===== src/rtl/clock_disp_pkg.sv =====
// Shared constants and helpers for the multiplexed HH.MM.SS seven-segment display.
package clock_disp_pkg;

  typedef logic [2:0] digit_idx_t;

  localparam int NUM_DIGITS = 6;

  localparam logic [5:0] SEC_MAX = 6'd59;
  localparam logic [5:0] MIN_MAX = 6'd59;
  localparam logic [5:0] HR_MAX  = 6'd23;

  // Segment patterns, bit order {g,f,e,d,c,b,a}
  localparam logic [6:0] SEG_0     = 7'h3F;
  localparam logic [6:0] SEG_1     = 7'h06;
  localparam logic [6:0] SEG_2     = 7'h5B;
  localparam logic [6:0] SEG_3     = 7'h4F;
  localparam logic [6:0] SEG_4     = 7'h66;
  localparam logic [6:0] SEG_5     = 7'h6D;
  localparam logic [6:0] SEG_6     = 7'h7D;
  localparam logic [6:0] SEG_7     = 7'h07;
  localparam logic [6:0] SEG_8     = 7'h7F;
  localparam logic [6:0] SEG_9     = 7'h6F;
  localparam logic [6:0] SEG_DASH  = 7'h40;
  localparam logic [6:0] SEG_BLANK = 7'h00;

  function automatic logic [6:0] seg_of(input logic [3:0] d);
    logic [6:0] s;
    case (d)
      4'd0:    s = SEG_0;
      4'd1:    s = SEG_1;
      4'd2:    s = SEG_2;
      4'd3:    s = SEG_3;
      4'd4:    s = SEG_4;
      4'd5:    s = SEG_5;
      4'd6:    s = SEG_6;
      4'd7:    s = SEG_7;
      4'd8:    s = SEG_8;
      4'd9:    s = SEG_9;
      default: s = SEG_DASH;
    endcase
    return s;
  endfunction

endpackage


===== src/rtl/bin2bcd_2d.sv =====
// Combinational 6-bit binary to two BCD digits, flagging values above a supplied maximum.
module bin2bcd_2d (
  input  logic [5:0] bin,
  input  logic [5:0] max,
  output logic [3:0] tens,
  output logic [3:0] units,
  output logic       ovf
);

  logic [5:0] rem;
  logic [3:0] tens_acc;

  // Six compare/subtract stages cover the full 0..63 input range.
  always_comb begin
    rem      = bin;
    tens_acc = 4'd0;
    for (int k = 0; k < 6; k++) begin
      if (rem >= 6'd10) begin
        rem      = rem - 6'd10;
        tens_acc = tens_acc + 4'd1;
      end
    end
  end

  assign tens  = tens_acc;
  assign units = rem[3:0];
  assign ovf   = (bin > max);

endmodule


===== src/rtl/clock_display_mux.sv =====
// Snapshots the time fields and scans them onto a six-digit multiplexed seven-segment display.
module clock_display_mux
  import clock_disp_pkg::*;
#(
  parameter int SCAN_DIV = 50000,
  parameter int LZ_BLANK = 1
) (
  input  logic       clk,
  input  logic       reset_n,
  input  logic [5:0] sec,
  input  logic [5:0] min,
  input  logic [4:0] hr,
  input  logic       load,
  output logic [6:0] seg,
  output logic       dp,
  output logic [5:0] an
);

  localparam int PCNT_W = (SCAN_DIV > 2) ? $clog2(SCAN_DIV) : 1;

  logic [5:0]        snap_sec;
  logic [5:0]        snap_min;
  logic [4:0]        snap_hr;
  logic [PCNT_W-1:0] pcnt;
  digit_idx_t        idx;
  digit_idx_t        idx_next;
  logic              tc;

  logic [5:0]        field_val [3];
  logic [3:0]        tens      [3];
  logic [3:0]        units     [3];
  logic [2:0]        ovf;

  logic [5:0]        onehot;
  logic [1:0]        sel;
  logic [3:0]        digit;
  logic [6:0]        seg_next;
  logic              dp_next;
  logic [5:0]        an_next;

  assign tc       = (pcnt == PCNT_W'(SCAN_DIV - 1));
  assign idx_next = tc ? ((idx == digit_idx_t'(NUM_DIGITS - 1)) ? 3'd0 : idx + 3'd1) : idx;

  assign field_val[0] = snap_sec;
  assign field_val[1] = snap_min;
  assign field_val[2] = {1'b0, snap_hr};

  generate
    for (genvar gi = 0; gi < 3; gi++) begin : g_field
      bin2bcd_2d u_bcd (
        .bin   (field_val[gi]),
        .max   ((gi == 2) ? HR_MAX : ((gi == 1) ? MIN_MAX : SEC_MAX)),
        .tens  (tens[gi]),
        .units (units[gi]),
        .ovf   (ovf[gi])
      );
    end
    for (genvar gi = 0; gi < NUM_DIGITS; gi++) begin : g_an
      assign onehot[gi] = (idx_next == digit_idx_t'(gi));
    end
  endgenerate

  // Outputs are built from the index about to be current, so the ghost cycle already carries the new digit.
  always_comb begin
    sel      = idx_next[2:1];
    digit    = 4'd0;
    seg_next = SEG_BLANK;
    case (sel)
      2'd0:    digit = idx_next[0] ? tens[0] : units[0];
      2'd1:    digit = idx_next[0] ? tens[1] : units[1];
      default: digit = idx_next[0] ? tens[2] : units[2];
    endcase
    if (ovf[(sel > 2'd2) ? 2'd2 : sel]) begin
      seg_next = SEG_DASH;
    end else if ((LZ_BLANK != 0) && (idx_next == 3'd5) && (tens[2] == 4'd0)) begin
      seg_next = SEG_BLANK;
    end else begin
      seg_next = seg_of(digit);
    end
    dp_next = ((idx_next == 3'd2) || (idx_next == 3'd4)) && !snap_sec[0];
    an_next = tc ? 6'd0 : onehot;
  end

  always_ff @(posedge clk or negedge reset_n) begin
    if (!reset_n) begin
      snap_sec <= '0;
      snap_min <= '0;
      snap_hr  <= '0;
      pcnt     <= '0;
      idx      <= '0;
      seg      <= '0;
      dp       <= 1'b0;
      an       <= '0;
    end else begin
      if (load) begin
        snap_sec <= sec;
        snap_min <= min;
        snap_hr  <= hr;
      end
      pcnt <= tc ? '0 : pcnt + PCNT_W'(1);
      idx  <= idx_next;
      seg  <= seg_next;
      dp   <= dp_next;
      an   <= an_next;
    end
  end

endmodule


===== config.mk =====
export PLATFORM = sky130hd
export DESIGN_NAME = clock_display_mux
export DESIGN_NICKNAME = d
export VERILOG_FILES = /design/src/rtl/clock_disp_pkg.sv /design/src/rtl/bin2bcd_2d.sv /design/src/rtl/clock_display_mux.sv
export SDC_FILE = /design/constraint.sdc
export NUM_CORES = 1
export LEC_CHECK = 0
export ABC_CLOCK_PERIOD_IN_PS = 9050
export BUFFER_PORTS_ARGS = -buffer_cell sky130_fd_sc_hd__buf_4
export CORE_ASPECT_RATIO = 0.7
export CORE_MARGIN = 2
export CORE_UTILIZATION = 43
export DETAILED_ROUTE_END_ITERATION = 10
export SLEW_MARGIN = 20
export SYNTH_ARGS = -nofsm -noshare
export SYNTH_HDL_FRONTEND = slang
export SYNTH_HIERARCHICAL = 1
export SYNTH_SLANG_ARGS = --single-unit

===== constraint.sdc =====
create_clock -name clk -period 9.05 [get_ports clk]
set_input_delay 0.905 -clock clk [delete_from_list [all_inputs] [get_ports clk]]
set_output_delay 0.905 -clock clk [all_outputs]
set_load 0.01 [all_outputs]

==> results.md <==
- The number of setup violations in the final report is 0.
- At the end of the flow, the number of nets in the layout was between 1000 and 1500.
- The clock-pin transition on the worst setup and hold timing paths is 80 ps.
- The first-pass iteration count of the detailed router is 10.
- The number of storage elements in the synthesis netlist is 50.
- Max-cap violations in this run came to 0.
- The most numerous cell type found on the critical path is sky130_fd_sc_hd__ha_1.
- The netlist area before placement is 8020 µm².
- The clock reaches the later pin of the worst-skew pair after between 300 and 400 ps.
- The global-route wire length before repair is 34.4 mm.
- The wire length reported by the detailed router is 20.3 mm.
- The critical path runs through a total of 37 cells.
- Across the VDD grid, the largest voltage drop is about 0.00018 V.
- The overall track demand over capacity in global routing is around a fifth.
- In this run the cell area measured after placement is approximately 8500 µm².
- Buffers inserted to repair hold after CTS numbered 0.
- The count of unresolved DRC violations after routing is 3.
- The number of antenna violations at the first check in global routing is 0.
- The final critical path takes up a little over nine tenths of the cycle.
- The commonest register cell after synthesis is sky130_fd_sc_hd__dfrtp_1.
- For this run, the register share of the synthesized area comes to between 15 and 20%.
- The kind of cell with the highest combined delay on the critical path is compound AO/OA/AOI/OAI gates.
- The row count is 41.
- The hold violation count in the final report was 0.
- Of all flip-flops after synthesis, the portion carrying an async set or reset was 100%.
- The die outline height is 118 µm.
- The part of the power in registers is under 10%.
- In the post-synthesis netlist, the biggest area contributors are sky130_fd_sc_hd__dfrtp_1 (16%), sky130_fd_sc_hd__ha_1 (8.7%), sky130_fd_sc_hd__mux2_2 (4.5%).
- The worst setup path is captured at a flip-flop.
- Measured on the finished design, the core utilization comes to between 40% and 50%.
- Counting instances, the worst hold path has a depth of 1.
- Dividing total power by cell area gives a power density of about 340 nW/µm².
- The largest single stage delay on the critical path is approximately 470 ps.
- The checks that failed: design-rule violations.
- The synthesized design devotes to its leading area cell type between 10% and 20% of total area.
- The root buffer selected by CTS is sky130_fd_sc_hd__clkbuf_16.
- The number of synthesis warnings is 6.
- The most area-hungry cell type in the Yosys netlist is sky130_fd_sc_hd__dfrtp_1.
- Static timing analysis puts the maximum clock frequency at approximately 120 MHz.
- The worst endpoint data arrival time is around 8800 ps.
- The final setup slack of the worst path is around 480 ps.
- Counting cells, the worst reg-to-reg path comes to 37.
- The number of buffers and inverters on the critical path is 5.
- The overall via count from detail_route is 7263.
- The layout overhead on the synthesized area is 8.66%.
- The post-route netlist has between 10% and 20% of its cells at a drive strength greater than 1.
- The slew at the pin with the worst max-slew slack is just under 1000 ps.
- The buffer levels on the longest clock path is 2.
- The number of slew-limit violations in the final report was 0.
- The worst setup slack after placement is 282 ps.
- For this design the top-level I/O count stands at 34.
- The worst hold-check path type is flip-flop to flip-flop.
- The worst slew slack as a fraction of its limit is around a third.
- The number of different library cells in the post-synthesis netlist is 93.
- Internal power comes to 0.00144 W.
- The count of nets left with antenna violations once routing finished came out at 0.
- The required time of the critical path is 9280 ps.
- Once the floorplan was initialized, standard cells occupied 44.2% of the core.
- Dividing the detail-routed wire length by the instance count gives between 15 and 20 µm.
- The synthesized design contains 0 enable-type register cells.
- Along the worst path, the maximum fanout reaches 6.
- CTS built an H-tree with a depth of 2.
- TritonCTS created 5 clock buffers.
- The relative contribution of combinational cells to total power is between 80% and 90%.
- The total overflow reported by the global router is 0.
- The summed negative setup slack over all endpoints is 0 ps.
- The master of the slowest instance on the critical path is sky130_fd_sc_hd__or4_4.
- The detailed placer's ending HPWL is about 16 mm.
- The final critical path time including I/O delays and setup is approximately 8600 ps.
- The total area inside the core boundary comes to ~18000 µm².
- The post-route total power is 0.00298 W.
- The startpoint kind of the worst setup timing path is a flip-flop.
- The TritonCTS clock tree is yes.
- The tree built by TritonCTS fans out to 50 sinks.
- Entering global routing, the biggest net connects between 50 and 60 pins.
- Averaged over all synthesized cells, the footprint is about 8.3 µm².
- The die is around 170 µm wide.
- The clock network accounts for ~7% of the total power.
- Across the routed clock network, the largest skew measured is 5.87 ps.
- The class of the most critical setup path is flip-flop to flip-flop.
- In this run switching power makes up between 50 and 60% of total power.
- In this run the power spent charging and discharging nets is 0.00154 W.
- The cell area after layout is about 8700 µm².
- The run finished, with violations left.
- At the end of routability-driven placement, the weighted congestion stood at 0.912.
- The count of mapped cells out of synthesis is around 960.
- The detailed router finished its first iteration with approximately 600 violations.
- The final antenna diode count is 0.
- The number of global-route vias before repair is between 6000 and 7000.
- The detailed-route vias per instance is 5.87.
- In this run the tool buffered the top-level ports with 33 buffer cells.
- The overall die area is between 15000 and 20000 µm².
- Summed over all cells, the static leakage comes to 3.86 nW.
logic make-up (layout without fill, tap and decap cells):
| group | after synthesis | after routing | synth area share [%] |
|---|---|---|---|
| buf+inv | 101 | 120 | 6.44 |
| fa+ha+maj | 56 | 56 | 8.73 |
| xor+xnor | 48 | 48 | 5.47 |
| other cells | 2 | 23 | 0.0936 |
| flops | 50 | 50 | 15.6 |
| simple gates | 354 | 354 | 25.5 |
| compound gates | 290 | 290 | 29.7 |
| mux | 61 | 61 | 8.45 |
metrics by stage:
| stage | std cells | hold WS [ps] |
|---|---|---|
| detailed placement | 1226 | 471 |
| CTS | 1234 | 485 |
| global placement | 1226 | 444 |
| floorplan | 983 | 425 |
| finish | 1238 | 473 |
| global route | 1238 | 508 |
synthesized netlist by cell type (all sizes together), types with 8 or more instances:
cell type	number
ha	56
o211ai	19
o32a	9
clkbuf	8
o21a	21
o22ai	9
buf	36
o2111ai	9
nor2b	26
dfrtp	50
nand3b	13
nor3	18
mux2i	25
inv	51
and2	15
nand2	86
a21boi	9
and3	22
nor4	10
or2	9
xnor2	25
o21ai	61
nor2	63
nand2b	17
nand3	23
a21oi	46
mux2	35
a31oi	22
xor2	23
repair_timing:
item / in CTS / in global routing
setup endpoints to repair: 0 / 7
resized for setup: 0 / 16
setup buffers: 0 / 4
power by group through the flow:
stage,Combinational (W),Clock (W),Sequential [W]
2_1_floorplan,0.00199,0,0.000273
6_report,0.00250,0.000215,0.000265
5_1_grt,0.00278,0.000227,0.000268
3_5_place_dp,0.00243,0,0.000269
3_3_place_gp,0.00242,0,0.000271
4_1_cts,0.00245,0.000222,0.000266
routing by layer:
metal	global-route usage (%)	routed length, µm	vias up
met5	0	0	-
met4	3.37	192	0
met3	2.28	985	10
met2	28.5	7790	203
met1	34.1	11400	3398
li1	-	-	3652
cell type report:
cell class,instances,area [µm²]
multi-input combinational,832,6360
fill,1818,9440
inverter,57,244
clock inverter,3,28.8
timing repair buffer,55,413
clock buffer,5,125
tap,236,295
sequential,50,1250
layout by cell type, fill, tap and decap left out, types with 9 or more instances in the layout:
cell,Yosys,final
sky130_fd_sc_hd__nand2b_1,17,17
sky130_fd_sc_hd__nand3_1,20,20
sky130_fd_sc_hd__nor3_1,15,15
sky130_fd_sc_hd__nor2_1,63,60
sky130_fd_sc_hd__nand2_1,83,83
sky130_fd_sc_hd__o21ai_1,10,15
sky130_fd_sc_hd__buf_4,13,55
sky130_fd_sc_hd__o21ai_0,45,40
sky130_fd_sc_hd__mux2_2,32,32
sky130_fd_sc_hd__and3_1,22,22
sky130_fd_sc_hd__and2_1,12,12
sky130_fd_sc_hd__dfrtp_1,50,48
sky130_fd_sc_hd__inv_1,51,51
sky130_fd_sc_hd__a31oi_1,19,19
sky130_fd_sc_hd__mux2i_1,25,24
sky130_fd_sc_hd__o21a_1,21,21
sky130_fd_sc_hd__o211ai_1,16,16
sky130_fd_sc_hd__ha_1,56,56
sky130_fd_sc_hd__xor2_1,22,22
sky130_fd_sc_hd__nor2b_1,26,21
sky130_fd_sc_hd__xnor2_1,25,25
sky130_fd_sc_hd__a21oi_1,39,39
sky130_fd_sc_hd__nor4_1,9,9
sky130_fd_sc_hd__nand3b_1,13,13
sky130_fd_sc_hd__conb_1,2,23
registers in the layout, summed over array words and instances (netlist names):
register / count
snap_hr: 5
snap_sec: 6
an: 6
idx: 3
dp: 1
seg: 7
pcnt: 16
snap_min: 6
path summary, 6_finish.rpt:
| kind | startpoint | end | slack [ps] |
|---|---|---|---|
| max in group asynchronous | reset_n | snap_sec[2] | 7910 |
| max | snap_hr[2] | seg[3] | 480 |
| max reg2reg | snap_hr[2] | seg[3] | 480 |
| min | pcnt[0] | pcnt[0] | 470 |
| min reg2reg | pcnt[0] | pcnt[0] | 470 |
| min in group asynchronous | reset_n | snap_hr[0] | 650 |
Note: power is estimated with default switching activity, not from simulation.
